$ cat config.mk
export PLATFORM = sky130hd
export DESIGN_NAME = spi_target
export DESIGN_NICKNAME = d
export VERILOG_FILES = /design/src/rtl/spi_target_pkg.sv /design/src/rtl/spi_sync.sv /design/src/rtl/spi_target.sv
export SDC_FILE = /design/constraint.sdc
export NUM_CORES = 1
export LEC_CHECK = 0
export CAP_MARGIN = 20
export CORE_UTILIZATION = 45
export CTS_CLUSTER_SIZE = 12
export DETAILED_ROUTE_END_ITERATION = 6
export MAX_ROUTING_LAYER = met4
export PLACE_DENSITY = 0.68
export SKIP_LAST_GASP = 1
export SYNTH_ARGS = -nofsm -noshare
export SYNTH_HDL_FRONTEND = slang
export SYNTH_SLANG_ARGS = --single-unit
$ cat constraint.sdc
create_clock -name clock_in -period 2.6 [get_ports clock_in]
set_clock_uncertainty 0.1 [all_clocks]
set_input_delay 0.52 -clock clock_in [delete_from_list [all_inputs] [get_ports clock_in]]
set_output_delay 0.52 -clock clock_in [all_outputs]
set_load 0.01 [all_outputs]
$ cat src/rtl/spi_target_pkg.sv
// Shared types and defaults for the SPI target.
// Holds the FSM state encoding and default word/synchronizer sizes.
package spi_target_pkg;

    localparam int DEF_DATA_W      = 8;
    localparam int DEF_SYNC_STAGES = 2;

    typedef enum logic [1:0] {
        ST_IDLE  = 2'd0,
        ST_LOAD  = 2'd1,
        ST_SHIFT = 2'd2
    } state_t;

endpackage

$ cat src/rtl/spi_sync.sv
// Multi-flop synchronizer for one asynchronous SPI input.
// Reset value is set per instance so idle levels hold through reset.
module spi_sync #(
    parameter int   STAGES  = 2,
    parameter logic RST_VAL = 1'b0
) (
    input  logic clock_in,
    input  logic rs_n,
    input  logic d,
    output logic q
);

    logic [STAGES-1:0] sr;

    generate
        if (STAGES > 1) begin : g_multi
            always_ff @(posedge clock_in or negedge rs_n) begin
                if (!rs_n) sr <= {STAGES{RST_VAL}};
                else       sr <= {sr[STAGES-2:0], d};
            end
        end else begin : g_single
            always_ff @(posedge clock_in or negedge rs_n) begin
                if (!rs_n) sr <= RST_VAL;
                else       sr <= d;
            end
        end
    endgenerate

    assign q = sr[STAGES-1];

endmodule

$ cat src/rtl/spi_target.sv
// SPI mode-0 target: oversampled sclk/cs/mosi, MSB-first shift in and out,
// single-word transmit holding register, continuous words per cs frame.
module spi_target
    import spi_target_pkg::*;
#(
    parameter int DATA_W      = DEF_DATA_W,
    parameter int SYNC_STAGES = DEF_SYNC_STAGES
) (
    input  logic              clock_in,
    input  logic              rs_n,
    input  logic              sclk,
    input  logic              cs,
    input  logic              mosi,
    output logic              miso,
    input  logic [DATA_W-1:0] tx_data,
    input  logic              tx_load,
    output logic              tx_ready,
    output logic [DATA_W-1:0] rx_data,
    output logic              rx_valid,
    output logic              frame_err,
    output logic              led
);

    localparam int CW = $clog2(DATA_W + 1);

    logic s_sclk, s_cs, s_mosi;
    logic sclk_d, cs_d;
    logic sclk_rise, sclk_fall, cs_rise, cs_fall;

    state_t            state;
    logic [CW-1:0]     cnt;
    logic [DATA_W-1:0] rx_sh;
    logic [DATA_W-1:0] tx_sh;
    logic [DATA_W-1:0] hold;
    logic              hold_full;
    logic              reload;
    logic              load_ok;

    spi_sync #(.STAGES(SYNC_STAGES), .RST_VAL(1'b0)) u_sync_sclk (
        .clock_in(clock_in), .rs_n(rs_n), .d(sclk), .q(s_sclk)
    );
    spi_sync #(.STAGES(SYNC_STAGES), .RST_VAL(1'b1)) u_sync_cs (
        .clock_in(clock_in), .rs_n(rs_n), .d(cs), .q(s_cs)
    );
    spi_sync #(.STAGES(SYNC_STAGES), .RST_VAL(1'b0)) u_sync_mosi (
        .clock_in(clock_in), .rs_n(rs_n), .d(mosi), .q(s_mosi)
    );

    assign sclk_rise = s_sclk & ~sclk_d;
    assign sclk_fall = ~s_sclk & sclk_d;
    assign cs_rise   = s_cs & ~cs_d;
    assign cs_fall   = ~s_cs & cs_d;

    // Word boundary reload happens on the falling edge after the last bit,
    // so the next MSB is on miso before the initiator samples it.
    assign reload = ~cs_rise & ((state == ST_LOAD) |
                    ((state == ST_SHIFT) & sclk_fall & (cnt == '0)));
    assign load_ok = tx_load & ~hold_full;

    assign tx_ready = ~hold_full;
    assign miso     = ~s_cs & tx_sh[DATA_W-1];
    assign led      = rx_data[0];

    always_ff @(posedge clock_in or negedge rs_n) begin
        if (!rs_n) begin
            state     <= ST_IDLE;
            cnt       <= '0;
            rx_sh     <= '0;
            rx_data   <= '0;
            rx_valid  <= 1'b0;
            frame_err <= 1'b0;
            tx_sh     <= '0;
            hold      <= '0;
            hold_full <= 1'b0;
            sclk_d    <= 1'b0;
            cs_d      <= 1'b1;
        end else begin
            sclk_d    <= s_sclk;
            cs_d      <= s_cs;
            rx_valid  <= 1'b0;
            frame_err <= 1'b0;

            if (load_ok) hold <= tx_data;
            hold_full <= load_ok | (hold_full & ~reload);

            if (reload)
                tx_sh <= hold_full ? hold : '0;
            else if ((state == ST_SHIFT) && sclk_fall)
                tx_sh <= {tx_sh[DATA_W-2:0], 1'b0};

            if (cs_rise) begin
                state     <= ST_IDLE;
                cnt       <= '0;
                frame_err <= (state == ST_SHIFT) && (cnt != '0);
            end else begin
                unique case (state)
                    ST_IDLE: begin
                        cnt <= '0;
                        if (cs_fall) state <= ST_LOAD;
                    end
                    ST_LOAD: state <= ST_SHIFT;
                    ST_SHIFT: begin
                        if (sclk_rise) begin
                            rx_sh <= {rx_sh[DATA_W-2:0], s_mosi};
                            if (cnt == CW'(DATA_W - 1)) begin
                                cnt      <= '0;
                                rx_data  <= {rx_sh[DATA_W-2:0], s_mosi};
                                rx_valid <= 1'b1;
                            end else begin
                                cnt <= cnt + CW'(1);
                            end
                        end
                    end
                    default: state <= ST_IDLE;
                endcase
            end
        end
    end

endmodule

---- Word level (Yosys, flattened, before mapping) ----
Index checks and enable logic that the tools add are counted.
storage, ports and cells
  bits of input ports ..................... 14
  memory bits (writable) .................. 0
  ROM bits ................................ 0
  output and inout bits ................... 13
  bits in latches ......................... 0
  word-level logic and storage cells ...... 66
  bits in registers ....................... 48
  memories kept ........................... 0
cells by class
  multipliers ............................. 0
  equal/unequal tests ..................... 6
  reductions and logical operators ........ 11
  $lt $le $gt $ge ......................... 0
  shift operators ......................... 0
  bitwise gates (word level) .............. 19
  $add $sub $neg .......................... 1
  mux-type cells .......................... 15
  div/mod/pow operators ................... 0
operators by type and width
  kind                                                                    number
  8-bit 2-to-1 mux                                                        3
  4-bit 2-to-1 mux                                                        3
  1-bit bitwise AND                                                       10
  4-bit one-hot mux with 2 select lines                                   1
  1-bit inverter                                                          7
  3-bit inequality test (second input constant)                           2
  2-bit one-hot mux with 3 select lines                                   1
  1-bit 2-to-1 mux                                                        5
  4-bit by 1-bit adder with 4-bit output (second input constant)          1
  4-bit by 3-bit equality test with 1-bit output (second input constant)  1
  4-bit logical NOT                                                       1
  2-bit 2-to-1 mux                                                        2
  2-bit AND reduction                                                     2
  4-bit AND reduction                                                     1
  4-bit nonzero test                                                      1
  3-bit AND reduction                                                     1
  3-bit nonzero test                                                      1
  2-bit by 1-bit equality test with 1-bit output (second input constant)  1
  2-bit equality test (second input constant)                             1
  1-bit logical AND                                                       2
  2-bit logical NOT                                                       1
  2-bit inequality test (second input constant)                           1
  1-bit OR                                                                2
  2-bit nonzero test                                                      1

---- Longest topological paths before layout ----
  depth after elaboration ................. 9
  gate-level depth with buffers ........... 7
  mapped depth without buffers ............ 6

---- Modules after synthesis ----
Synthesis repeated with hierarchy kept, for this count alone.
second synthesis, totals
  cell total of the unflattened synthesis .. 153
  area, all modules ....................... 2026.9 um2
by module, submodules not included
  module                      area each (um2)  sequential area each (um2)  cells an instance  instances
  spi_target                  1874.3           1052.3                      147                1
  spi_sync (u_sync_mosi ...)  50.0             50.0                        2                  2
  spi_sync (u_sync_cs)        52.6             52.6                        2                  1

---- Least setup slack after synthesis ----
No wires, ideal clock.
  path kind ............................... register to register
  from .................................... register cs_d
  to ...................................... register rx_data[0]
  setup time .............................. 125 ps
  stages on the path, launching flop included .. 8
  period minus slack after synthesis ...... 2201 ps
  path buffers ............................ 1
  data required time ...................... 2375 ps
  path slack .............................. 399 ps
  arrival ................................. 1977 ps
  cell sequence ........................... dfstp_2 > inv_1 > ha_1 > or3b_4 > or2_1 > buf_6 > nor2_8 > mux2_2
between the ends
  cells in the longest elaborated chain, start to end .. 4
ends and longest elaborated chain
  what                           line               text
  from (decl)                    spi_target.sv:27   logic sclk_d, cs_d;
  from (signal assigned)         spi_target.sv:79   cs_d <= s_cs;
  1-bit inverter                 spi_target.sv:51   assign cs_rise = s_cs & ~cs_d;
  1-bit bitwise AND              spi_target.sv:51
  1-bit inverter (no line)       --
  4-bit AND reduction (no line)  --
  to (signal assigned)           spi_target.sv:107  rx_data <= {rx_sh[DATA_W-2:0], s_mosi};
  to (decl)                      spi_target.sv:18   output logic [DATA_W-1:0] rx_data,
No other way between the ends.
A chain may end at the register's enable or synchronous reset.

---- Final worst setup path ----
  from .................................... register cs_d
  to ...................................... register rx_data[1]
The elaborated chain is that of the path after synthesis.

==> impl_summary.md <==
Synth
In the synthesized netlist, the number of instances is 161. Summed over its instances, the top area cell type makes up 58.0% of the synthesized netlist area. Counting instances in the post-synthesis netlist gives the leading cell types as 45 x dfrtp_1, 28 x nand2_1, 16 x mux2_2, 9 x nor2_1, 8 x a31oi_1. The average instance in the mapped netlist occupies 12.1 sq um. By instance count, the leading cell after synthesis is dfrtp_1.

Counting flops and latches in the post-synthesis netlist gives 48. The share of flip-flops with an asynchronous set or reset after synthesis is 100%. The mapped cell area is 1940 sq um. In the post-synthesis netlist, the biggest area contributors are dfrtp_1 58%, mux2_2 9.3%, nand2_1 5.4%, dfstp_2 4.1%, a31oi_1 2.6%. The post-synth net total is 178. The number of enable-type register cells in the synthesized netlist is 0. The register area share after synthesis is 62.0%. Of all cell types, the one taking the most synthesized area is dfrtp_1.

The predominant post-synthesis flop cell is dfrtp_1. The yosys synthesis warning count is 0. The number of unique standard cell types used by synthesis is 38.

Floorplanning
For this configuration, the core starts out at a cell density of 47.6%. The floorplan die height is 67.7 um. 27 I/O pins were placed. The chip width is 67.7 um.

In this run the core area contains 23 standard-cell rows. The area of the die is 4580 sq um. The floorplan core area is 4090 sq um.

STA
Derived from the worst setup path, the maximum achievable clock frequency is 0.427 GHz. Of the available clock period, the critical path in the final layout requires 90.0%. At the pin with the least slew margin, the transition time is 0.613 ns.

The worst path needs 2.34 ns of the cycle, external delays included. Setup violations remaining at the end of the flow were counted as 0. The max-slew violation count came to 0. The count of final hold-check violations came to 0.

Setup total negative slack on the finished layout was measured at 0 ns. Headroom to the max-slew limit came out at 59.0%. Setup repair after global routing left no endpoint under its margin.

Cells and area
For this run, the share of the core covered by cells in the final layout is 57.8%. The final-stage net count is 209. Compared with the post-synthesis result, the final layout area differs by 21.6%. The fraction of final layout cells with drive strength greater than 1 is 19.2%. The repair_antennas step left the layout with diodes totalling 0.

Route
The routed design has 3.28 mm of wire. The average routed wire per standard cell is 13.5 um. The violation count after the first detailed-routing iteration is 27. The number of vias per cell after detailed routing is 5.31. The first TritonRoute pass finished after 4 iterations. For this run, design rule violations remaining after detail routing come to 0. The number of vias after detailed routing is 1290. The remaining antenna violation count after routing is 0.

Clocking
The number of buffers inserted during clock tree synthesis is 5. The H-tree depth reported by CTS is 2. Clock-pin slew was measured on the worst setup and hold paths at 0.09 ns. The total of cells resized after clock tree synthesis is 0. The CTS tree is yes. The worst-skew pair later-pin latency is 0.30 ns. The total of hold buffers inserted after clock tree synthesis is 0. In this run the deepest clock path goes through 2 buffers.

The post-CTS setup buffer count is 0. CTS saw 48 sinks. The root buffer cell chosen for the clock tree is clkbuf_8.

Worst hold path
The path class of the tightest hold or removal check is primary input to asynchronous set/reset pin.

Power and ir drop
The share of total power dissipated in sequential elements is 51.7%. The fraction of power spent switching nets is 28.9%. In this run the static leakage power is 1.12 nW. The cell-internal power is 1.47 mW. VDD sags by at most 602 uV. Of the total power, combinational logic draws 22.9%. Summed over all nets, the switching power comes to 0.595 mW. The power density over the cells is 872 nW/um^2. The clock network accounts for 25.4% of the total power.

Worst setup path
The critical path required time is 2.69 ns. Along the worst path, the maximum fanout reaches 9. The type of element capturing the critical path is a register. The worst setup path is launched from a register. The worst setup path is of the register to register kind. The arrival time at the worst endpoint is 2.43 ns.

GRT
Global routing used 17.7% of the available tracks. The remaining global-route overflow is 0. The via count of the first global-routing pass is 1229. The initial antenna violation count is 0. The global-route wire length before repair is 5.62 mm. The largest net degree at the start of global routing is 31.

Placement
The number of I/O port buffers is 26. The congestion estimate from routability-driven global placement came to 0.794. The HPWL after detailed placement is 2.38 mm.

Status
The run finished with clean final reports.

Run
The number of maximum-capacitance constraint violations is 0.
[through the flow]
stage	area [sq um]	hold slack, ns	worst slack (ns)	power [mW]	cells
3_5_place_dp	2260	0.240	0.262	1.56	235
6_report	2360	0.0418	0.260	2.06	243
5_1_grt	2360	0.0559	0.174	2.20	243
2_1_floorplan	1940	0.124	0.399	1.40	161
3_3_place_gp	2260	0.239	0.317	1.53	235
4_1_cts	2360	0.0507	0.254	2.08	243
[logic make-up (layout without fill, tap and decap cells)]
logic type,after synthesis,count (layout),share of synthesized area [%]
AOI/OAI and AO/OA,20,20,7.41
and+or+nand+nor,62,62,16.4
buffers and inverters,12,44,2.96
muxes,16,16,9.27
adders and majority gates,3,3,1.93
DFF,48,48,62.0
[routing by layer]
layer,GRT usage [%],share of wire (%)
met1,21.1,45
met2,27.7,50
met3,5.07,3.7
met4,7.98,1.3
met5,-,0
[layout by cell type (no fill, tap or decap), types with 2 or more instances in the layout]
master	n
a21o_1	2
mux2_2	16
nand3_1	7
nor2_1	9
nor2b_1	3
nand2b_1	2
clkbuf_8	5
buf_4	4
nand2_1	28
inv_1	6
dfstp_2	3
dfrtp_1	45
ha_1	3
o22ai_1	2
clkdlybuf4s50_1	25
a21oi_1	2
a31oi_1	8
[power groups by stage]
| stage | sequential, mW | clock, mW | combinational [mW] |
|---|---|---|---|
| 6_report | 1.07 | 0.522 | 0.473 |
| 3_3_place_gp | 1.07 | 0 | 0.462 |
| 2_1_floorplan | 1.03 | 0 | 0.373 |
| 3_5_place_dp | 1.08 | 0 | 0.479 |
| 4_1_cts | 1.07 | 0.538 | 0.479 |
| 5_1_grt | 1.09 | 0.570 | 0.539 |
[worst paths after layout]
kind | from | depth (start not counted) | endpoint | slack (ns)
max | cs_d | 6 | rx_data[1] | 0.26
min | rs_n | 1 | cnt[3] | 0.04
max reg2reg | cs_d | 6 | rx_data[1] | 0.26
min reg2reg | u_sync_sclk.sr[0] | 0 | u_sync_sclk.sr[1] | 0.26
max in group asynchronous | rs_n | 2 | u_sync_cs.sr[0] | 1.61
min in group clock_in | u_sync_sclk.sr[0] | 0 | u_sync_sclk.sr[1] | 0.26
[registers in the layout, indices dropped and copies added, names as in the netlist]
register and count:
tx_sh 8, rx_sh 7, frame_err 1, rx_valid 1
rx_data 8, hold_full 1, u_sync_sclk.sr 2, u_sync_cs.sr 2
sclk_d 1, state 2, u_sync_mosi.sr 2, hold 8
cs_d 1, cnt 4
[critical path, cell delays in order (launching register included)]
cell     delay (ns)
dfstp_2        0.52
inv_1          0.03
ha_1           0.19
or3b_4         0.39
or2_1          0.40
nor2_8         0.24
mux2_2         0.36
[final cells by class]
cell class	count	area [sq um]
clock inverter	2	35.0
timing repair buffer	30	285
inverter	6	22.5
multi-input combinational	101	681
tap	50	62.6
sequential	48	1200
fill	349	1720
clock buffer	6	72.6
(Power assumes the default switching activity.)
